===== src/rtl/game_ctrl_pkg.sv =====
// Shared types and helpers for the game flow controller.
package game_ctrl_pkg;

  typedef enum logic [1:0] {
    IDLE      = 2'd0,
    PLAY      = 2'd1,
    FLASH     = 2'd2,
    GAME_OVER = 2'd3
  } game_state_t;

  localparam int unsigned LIVES_W = 3;

  // Vectors up to 32 bits wide; callers zero-extend narrower shot vectors.
  function automatic int unsigned popcount(input logic [31:0] v);
    int unsigned cnt;
    cnt = 0;
    for (int unsigned i = 0; i < 32; i++) begin
      cnt += 32'(v[i]);
    end
    return cnt;
  endfunction

endpackage


===== src/rtl/frame_event_latch.sv =====
// Sticky-OR collision accumulator; releases one snapshot pulse the cycle after startOfFrame.
module frame_event_latch #(
  parameter int unsigned WIDTH = 1
) (
  input  logic             clk,
  input  logic             reset,
  input  logic             startOfFrame,
  input  logic [WIDTH-1:0] event_in,
  output logic [WIDTH-1:0] pulse
);

  logic [WIDTH-1:0] acc;

  // A collision coinciding with startOfFrame seeds the new frame's accumulator.
  always_ff @(posedge clk or posedge reset) begin
    if (reset) begin
      acc   <= '0;
      pulse <= '0;
    end else if (startOfFrame) begin
      pulse <= acc;
      acc   <= event_in;
    end else begin
      pulse <= '0;
      acc   <= acc | event_in;
    end
  end

endmodule


===== src/rtl/game_state_controller.sv =====
// Turns per-pixel collision levels into per-frame events and runs score, lives and play/flash/game-over flow.
module game_state_controller
  import game_ctrl_pkg::*;
#(
  parameter int unsigned NUM_SHOTS     = 3,
  parameter int unsigned LIVES_INIT    = 3,
  parameter int unsigned SCORE_W       = 10,
  parameter int unsigned SCORE_PER_HIT = 1,
  parameter int unsigned FLASH_FRAMES  = 30
) (
  input  logic                 clk,
  input  logic                 reset,
  input  logic                 startOfFrame,
  input  logic                 start_key,
  input  logic [NUM_SHOTS-1:0] ShotEnemyCollision,
  input  logic [NUM_SHOTS-1:0] ShotBoxCollision,
  input  logic                 TowerEnemyHUCollision,
  output logic [NUM_SHOTS-1:0] shot_kill_pulse,
  output logic [NUM_SHOTS-1:0] shot_absorb_pulse,
  output logic                 enemy_hit_pulse,
  output logic                 tower_hit_pulse,
  output logic [SCORE_W-1:0]   score,
  output logic [LIVES_W-1:0]   lives,
  output logic [1:0]           game_state,
  output logic                 game_active,
  output logic                 flash
);

  localparam int unsigned SUM_W   = SCORE_W + 4;
  localparam int unsigned FLASH_W = 8;

  logic [NUM_SHOTS-1:0] kill_snap;
  logic [NUM_SHOTS-1:0] absorb_snap;
  logic                 tower_snap;

  game_state_t          state, state_nxt;
  logic [SCORE_W-1:0]   score_nxt;
  logic [LIVES_W-1:0]   lives_nxt;
  logic [FLASH_W-1:0]   flash_cnt, flash_cnt_nxt;
  logic                 start_q;
  logic                 start_rise;
  logic                 closed_in_play;
  logic [SUM_W-1:0]     score_sum;
  logic [SCORE_W-1:0]   score_add;

  frame_event_latch #(.WIDTH(NUM_SHOTS)) u_kill_latch (
    .clk          (clk),
    .reset        (reset),
    .startOfFrame (startOfFrame),
    .event_in     (ShotEnemyCollision),
    .pulse        (kill_snap)
  );

  frame_event_latch #(.WIDTH(NUM_SHOTS)) u_absorb_latch (
    .clk          (clk),
    .reset        (reset),
    .startOfFrame (startOfFrame),
    .event_in     (ShotBoxCollision),
    .pulse        (absorb_snap)
  );

  frame_event_latch #(.WIDTH(1)) u_tower_latch (
    .clk          (clk),
    .reset        (reset),
    .startOfFrame (startOfFrame),
    .event_in     (TowerEnemyHUCollision),
    .pulse        (tower_snap)
  );

  assign start_rise  = start_key & ~start_q;
  assign game_active = (state == PLAY) || (state == FLASH);
  assign flash       = (state == FLASH);
  assign game_state  = state;

  assign shot_kill_pulse   = game_active ? kill_snap   : '0;
  assign shot_absorb_pulse = game_active ? absorb_snap : '0;
  assign enemy_hit_pulse   = |shot_kill_pulse;
  // A frame that closed while invulnerable cannot cost a life, even if PLAY resumed at that boundary.
  assign tower_hit_pulse   = (state == PLAY) && closed_in_play && tower_snap;

  assign score_sum = {4'b0000, score}
                   + SUM_W'(popcount(32'(shot_kill_pulse)) * SCORE_PER_HIT);
  assign score_add = (score_sum > {4'b0000, {SCORE_W{1'b1}}}) ? '1 : score_sum[SCORE_W-1:0];

  always_comb begin
    state_nxt     = state;
    score_nxt     = score;
    lives_nxt     = lives;
    flash_cnt_nxt = flash_cnt;
    case (state)
      IDLE: begin
        if (start_rise) begin
          state_nxt = PLAY;
          score_nxt = '0;
          lives_nxt = LIVES_W'(LIVES_INIT);
        end
      end
      PLAY: begin
        score_nxt = score_add;
        if (tower_hit_pulse) begin
          if (lives > LIVES_W'(1)) begin
            state_nxt     = FLASH;
            lives_nxt     = lives - LIVES_W'(1);
            flash_cnt_nxt = FLASH_W'(FLASH_FRAMES);
          end else begin
            state_nxt = GAME_OVER;
            lives_nxt = '0;
          end
        end
      end
      FLASH: begin
        score_nxt = score_add;
        if (startOfFrame) begin
          if (flash_cnt == FLASH_W'(1)) begin
            state_nxt     = PLAY;
            flash_cnt_nxt = '0;
          end else begin
            flash_cnt_nxt = flash_cnt - FLASH_W'(1);
          end
        end
      end
      GAME_OVER: begin
        if (start_rise) begin
          state_nxt = IDLE;
        end
      end
      default: state_nxt = IDLE;
    endcase
  end

  always_ff @(posedge clk or posedge reset) begin
    if (reset) begin
      state          <= IDLE;
      score          <= '0;
      lives          <= LIVES_W'(LIVES_INIT);
      flash_cnt      <= '0;
      start_q        <= 1'b0;
      closed_in_play <= 1'b0;
    end else begin
      state     <= state_nxt;
      score     <= score_nxt;
      lives     <= lives_nxt;
      flash_cnt <= flash_cnt_nxt;
      start_q   <= start_key;
      if (startOfFrame) begin
        closed_in_play <= (state == PLAY);
      end
    end
  end

endmodule


===== config.mk =====
export PLATFORM = sky130hd
export DESIGN_NAME = game_state_controller
export DESIGN_NICKNAME = d
export VERILOG_FILES = /design/src/rtl/game_ctrl_pkg.sv /design/src/rtl/frame_event_latch.sv /design/src/rtl/game_state_controller.sv
export SDC_FILE = /design/constraint.sdc
export NUM_CORES = 1
export LEC_CHECK = 0
export CAP_MARGIN = 15
export CORE_MARGIN = 1
export CORE_UTILIZATION = 25
export CTS_CLUSTER_SIZE = 24
export DETAILED_ROUTE_END_ITERATION = 10
export DONT_BUFFER_PORTS = 1
export GPL_TIMING_DRIVEN = 0
export MAX_ROUTING_LAYER = met4
export PLACE_DENSITY = 0.49
export SYNTH_ARGS = -nofsm -noshare
export SYNTH_HDL_FRONTEND = slang
export SYNTH_HIERARCHICAL = 1
export SYNTH_SLANG_ARGS = --single-unit
export TNS_END_PERCENT = 5

===== constraint.sdc =====
create_clock -name clk -period 4.1 [get_ports clk]
set_input_delay 1.23 -clock clk [delete_from_list [all_inputs] [get_ports clk]]
set_output_delay 1.23 -clock clk [all_outputs]
set_load 0.03 [all_outputs]

==> run_results.csv <==
group,metric,value,unit
finish,post-route-cell-area,2450,um2
clock_tree,ctsResizeCount,0,
drt,wl_per_cell,14.1,um
finish,postLayoutCoreUtil,0.295,
timing,hold_viol_final,0,
floorplanning,pin_count,36,
place,portBuffers,0,
drt,vias,1608,
timing,worst_pin_slew,0.798,ns
clock_tree,cts_root_buffer,"clkbuf_8",
outcome,status,"finished clean",
synthesis,ys_types,48,
power,p_leak,1.08,nW
finish,drive_gt1_frac,0.129,
power,p_sw,0.831,mW
critical_path,cp_max_fo,10,
floorplanning,core-area,8300,um2
timing,post-route-period-util,0.944,
power,p_int,0.940,mW
power,powerDensity,723,nW/um2
global_routing,grt_pass1_wl,7.65,mm
synthesis,synth_edf_count,0,
timing,setup_tns,0,ns
synthesis,netlist_area,2170,um2
critical_path,cp_common_cell,"inv_1",
clock_tree,cts_buffers,5,
synthesis,ys_seq_elements,39,
clock_tree,cts_setup_buffers,0,
global_routing,antenna_found_initial,0,
global_routing,track_usage,0.113,
floorplanning,die_h,95.2,um
critical_path,cpLargestDelayFamily,"adder cells",
drt,first_iter_violations,52,
synthesis,ys.flop_type,"dfrtp_1",
place,hpwl,3.41,mm
place,placed_cell_area,2300,um2
clock_tree,clk_latency,0.30,ns
critical_path,crit_type,"reg2reg",
place,gp_congestion,0.787,
critical_path,critPathSlowestCell,"dfrtp_1",
critical_path,cp_cell_sequence,"inv_1 -> ha_2 -> and2_1 -> inv_1 -> fa_1 -> inv_1 -> ha_1 -> fa_1 -> and4_1 -> and3_1 -> o21ai_0 -> o21ai_0",
global_routing,grt_max_degree,26,
synthesis,yosys_warnings,6,
critical_path,critPathRequiredTime,4.28,ns
finish,area_growth,12.8,%
clock_tree,ctsHoldBuffers,0,
synthesis,synth.avg_cell_area,10.1,um2
synthesis,ys_top_cells_by_area,"dfrtp_1, ha_1, a21o_1",
timing,skew,0.00863,ns
timing,max_freq,258,MHz
floorplanning,fp.dieW,95.2,um
timing,slew_headroom,0.465,
timing,drv_slew,0,
synthesis,synth_top_area_frac,0.426,
critical_path,max_stage_delay,0.58,ns
synthesis,seq_area_frac_synth,0.450,
synthesis,synth_top_cell_by_area,"dfrtp_1",
drt,viasPerCell,4.89,
floorplanning,initial_core_util,0.262,
clock_tree,clk_path_buf_depth,2,
synthesis,synth.net_count,239,
clock_tree,cts_max_level,2,
timing,setup_slack,0.229,ns
timing,rsz0062_at_grt,"no",
place,post-place-ws,0.00414,ns
floorplanning,rows,33,
power,seq_power_share,0.357,
drt,drt_pass1_iterations,4,
timing,setup_viol,0,
power,ir_drop,189,uV
clock_tree,path_clk_slew,0.09,ns
power,pwr-share-clk,0.190,
clock_tree,cts.sinks,39,
critical_path,arrival,4.05,ns
critical_path,crit_buf_inv,3,
critical_path,crit_path_end_kind,"flop",
synthesis,async_flop_share,1.00,
run,cap_viol_max_count,0,
drt,drc,0,
timing,period_needed,3.87,ns
finish,nets,247,
hold_path,min_path_type,"reg2reg",
power,comb_power_share,0.453,
floorplanning,die_area,9060,um2
clock_tree,cts_tree,"done",
finish,diodes,0,
synthesis,syn-instance-count,215,
power,power.share.switching,0.469,
global_routing,grt_overflow,0,
drt,ant_nets,0,
drt,wl,4.64,mm
global_routing,grt_pass1_vias,1531,
critical_path,cp-start-kind,"flop",
==> layout by cell type, fill, tap and decap left out, types with 2 or more instances in the layout <==
cell type and count:
dfrtp_1 36, inv_1 21, o21ai_0 16, nand2_1 15, a21o_1 11, ha_1 10
a21oi_1 7, nor2_1 7, and2_2 7, clkbuf_8 6, and2_1 5, nor2b_1 4
mux2i_1 4, nand2b_1 4, o21a_1 4, o211ai_1 4, a22o_1 4, nor3_1 3
a21boi_0 3, nand4_1 3, o31a_1 3, o31ai_1 3, o2bb2ai_1 3, a211o_1 2
o41ai_1 2, clkbuf_1 2, and4_1 2, o22a_1 2, and3_1 2, nand3_1 2
fa_1 2, dfstp_2 2, inv_2 2
==> area by class of cell <==
cell class,instances,area (um2)
buffer,5,37.5
clock buffer,5,68.8
clock inverter,3,46.3
fill,861,5850
inverter,23,86.3
multi-input combinational,148,1070
sequential,39,980
tap,105,131
timing repair buffer,1,27.5
==> metrics by stage <==
step,cells,total power [mW],hold slack (ns)
after floorplan,215,1.26,0.441
after global placement,320,1.43,0.449
after detailed placement,320,1.44,0.457
after CTS,328,1.78,0.478
after global routing,329,1.92,0.490
final,329,1.77,0.473
==> worst reg2reg max path: cells and delay by family (launching register included) <==
kind,cells,cell delay [ns]
DFF,1,0.58
AOI/OAI and AO/OA,2,0.27
and+or+nand+nor,3,0.89
adders and majority gates,4,1.71
buffers and inverters,3,0.32
==> synthesized netlist by cell type, drive strengths merged (2+ instances only) <==
| cell | instances |
|---|---|
| nor2 | 7 |
| dfrtp | 37 |
| a21oi | 7 |
| and2 | 12 |
| nand2b | 4 |
| o21a | 4 |
| a21o | 11 |
| a22o | 4 |
| o2bb2ai | 3 |
| nor2b | 4 |
| and4 | 2 |
| o22a | 2 |
| mux2 | 2 |
| o41ai | 2 |
| a211o | 2 |
| mux2i | 4 |
| o31a | 3 |
| o31ai | 3 |
| clkbuf | 4 |
| nor3 | 3 |
| ha | 11 |
| o211ai | 4 |
| dfstp | 2 |
| inv | 23 |
| nand4 | 3 |
| nand3 | 2 |
| nand2 | 15 |
| and3 | 2 |
| fa | 2 |
| o21ai | 16 |
| a21boi | 3 |
==> cell families after synthesis <==
logic type,count (synthesis),synth area share
buffers and inverters,28,0.0570
muxes,6,0.0305
adders and majority gates,13,0.0818
DFF,39,0.450
AOI/OAI and AO/OA,68,0.219
and+or+nand+nor,61,0.161
==> flip-flops by register name, summed over array words and instances (netlist names), 2 cells and up <==
signal and cells:
flash_cnt 8, score 10, u_absorb_latch/pulse 3, u_kill_latch/acc 3, lives 3, game_state 2
u_absorb_latch/acc 3, u_kill_latch/pulse 3
==> power by group through the flow <==
stage	registers (mW)	clock network, mW	logic (mW)
2_1_floorplan	0.616	0	0.644
3_3_place_gp	0.638	0	0.790
3_5_place_dp	0.640	0	0.796
4_1_cts	0.633	0.350	0.800
5_1_grt	0.646	0.367	0.904
6_report	0.632	0.336	0.803
==> metal layers <==
metal	routed length, um	track usage	vias to the layer above
met4	100	0.0505	0
met5	0	-	-
met3	302	0.0375	8
met2	2140	0.167	39
met1	2100	0.140	786
li1	-	-	775
==> final timing paths <==
path	startpoint	end	slack, ns	cells after the start
worst max-delay path	game_state[0]	score[4]	0.23	12
worst min-delay path	u_absorb_latch/acc[1]	u_absorb_latch/acc[1]	0.47	1
worst max register to register	game_state[0]	score[4]	0.23	12
worst min register to register	u_absorb_latch/acc[1]	u_absorb_latch/acc[1]	0.47	1
max in group asynchronous	reset	start_q	2.76	2
min in group asynchronous	reset	u_tower_latch/acc	0.67	1
Note: power is estimated with default switching activity, not from simulation.
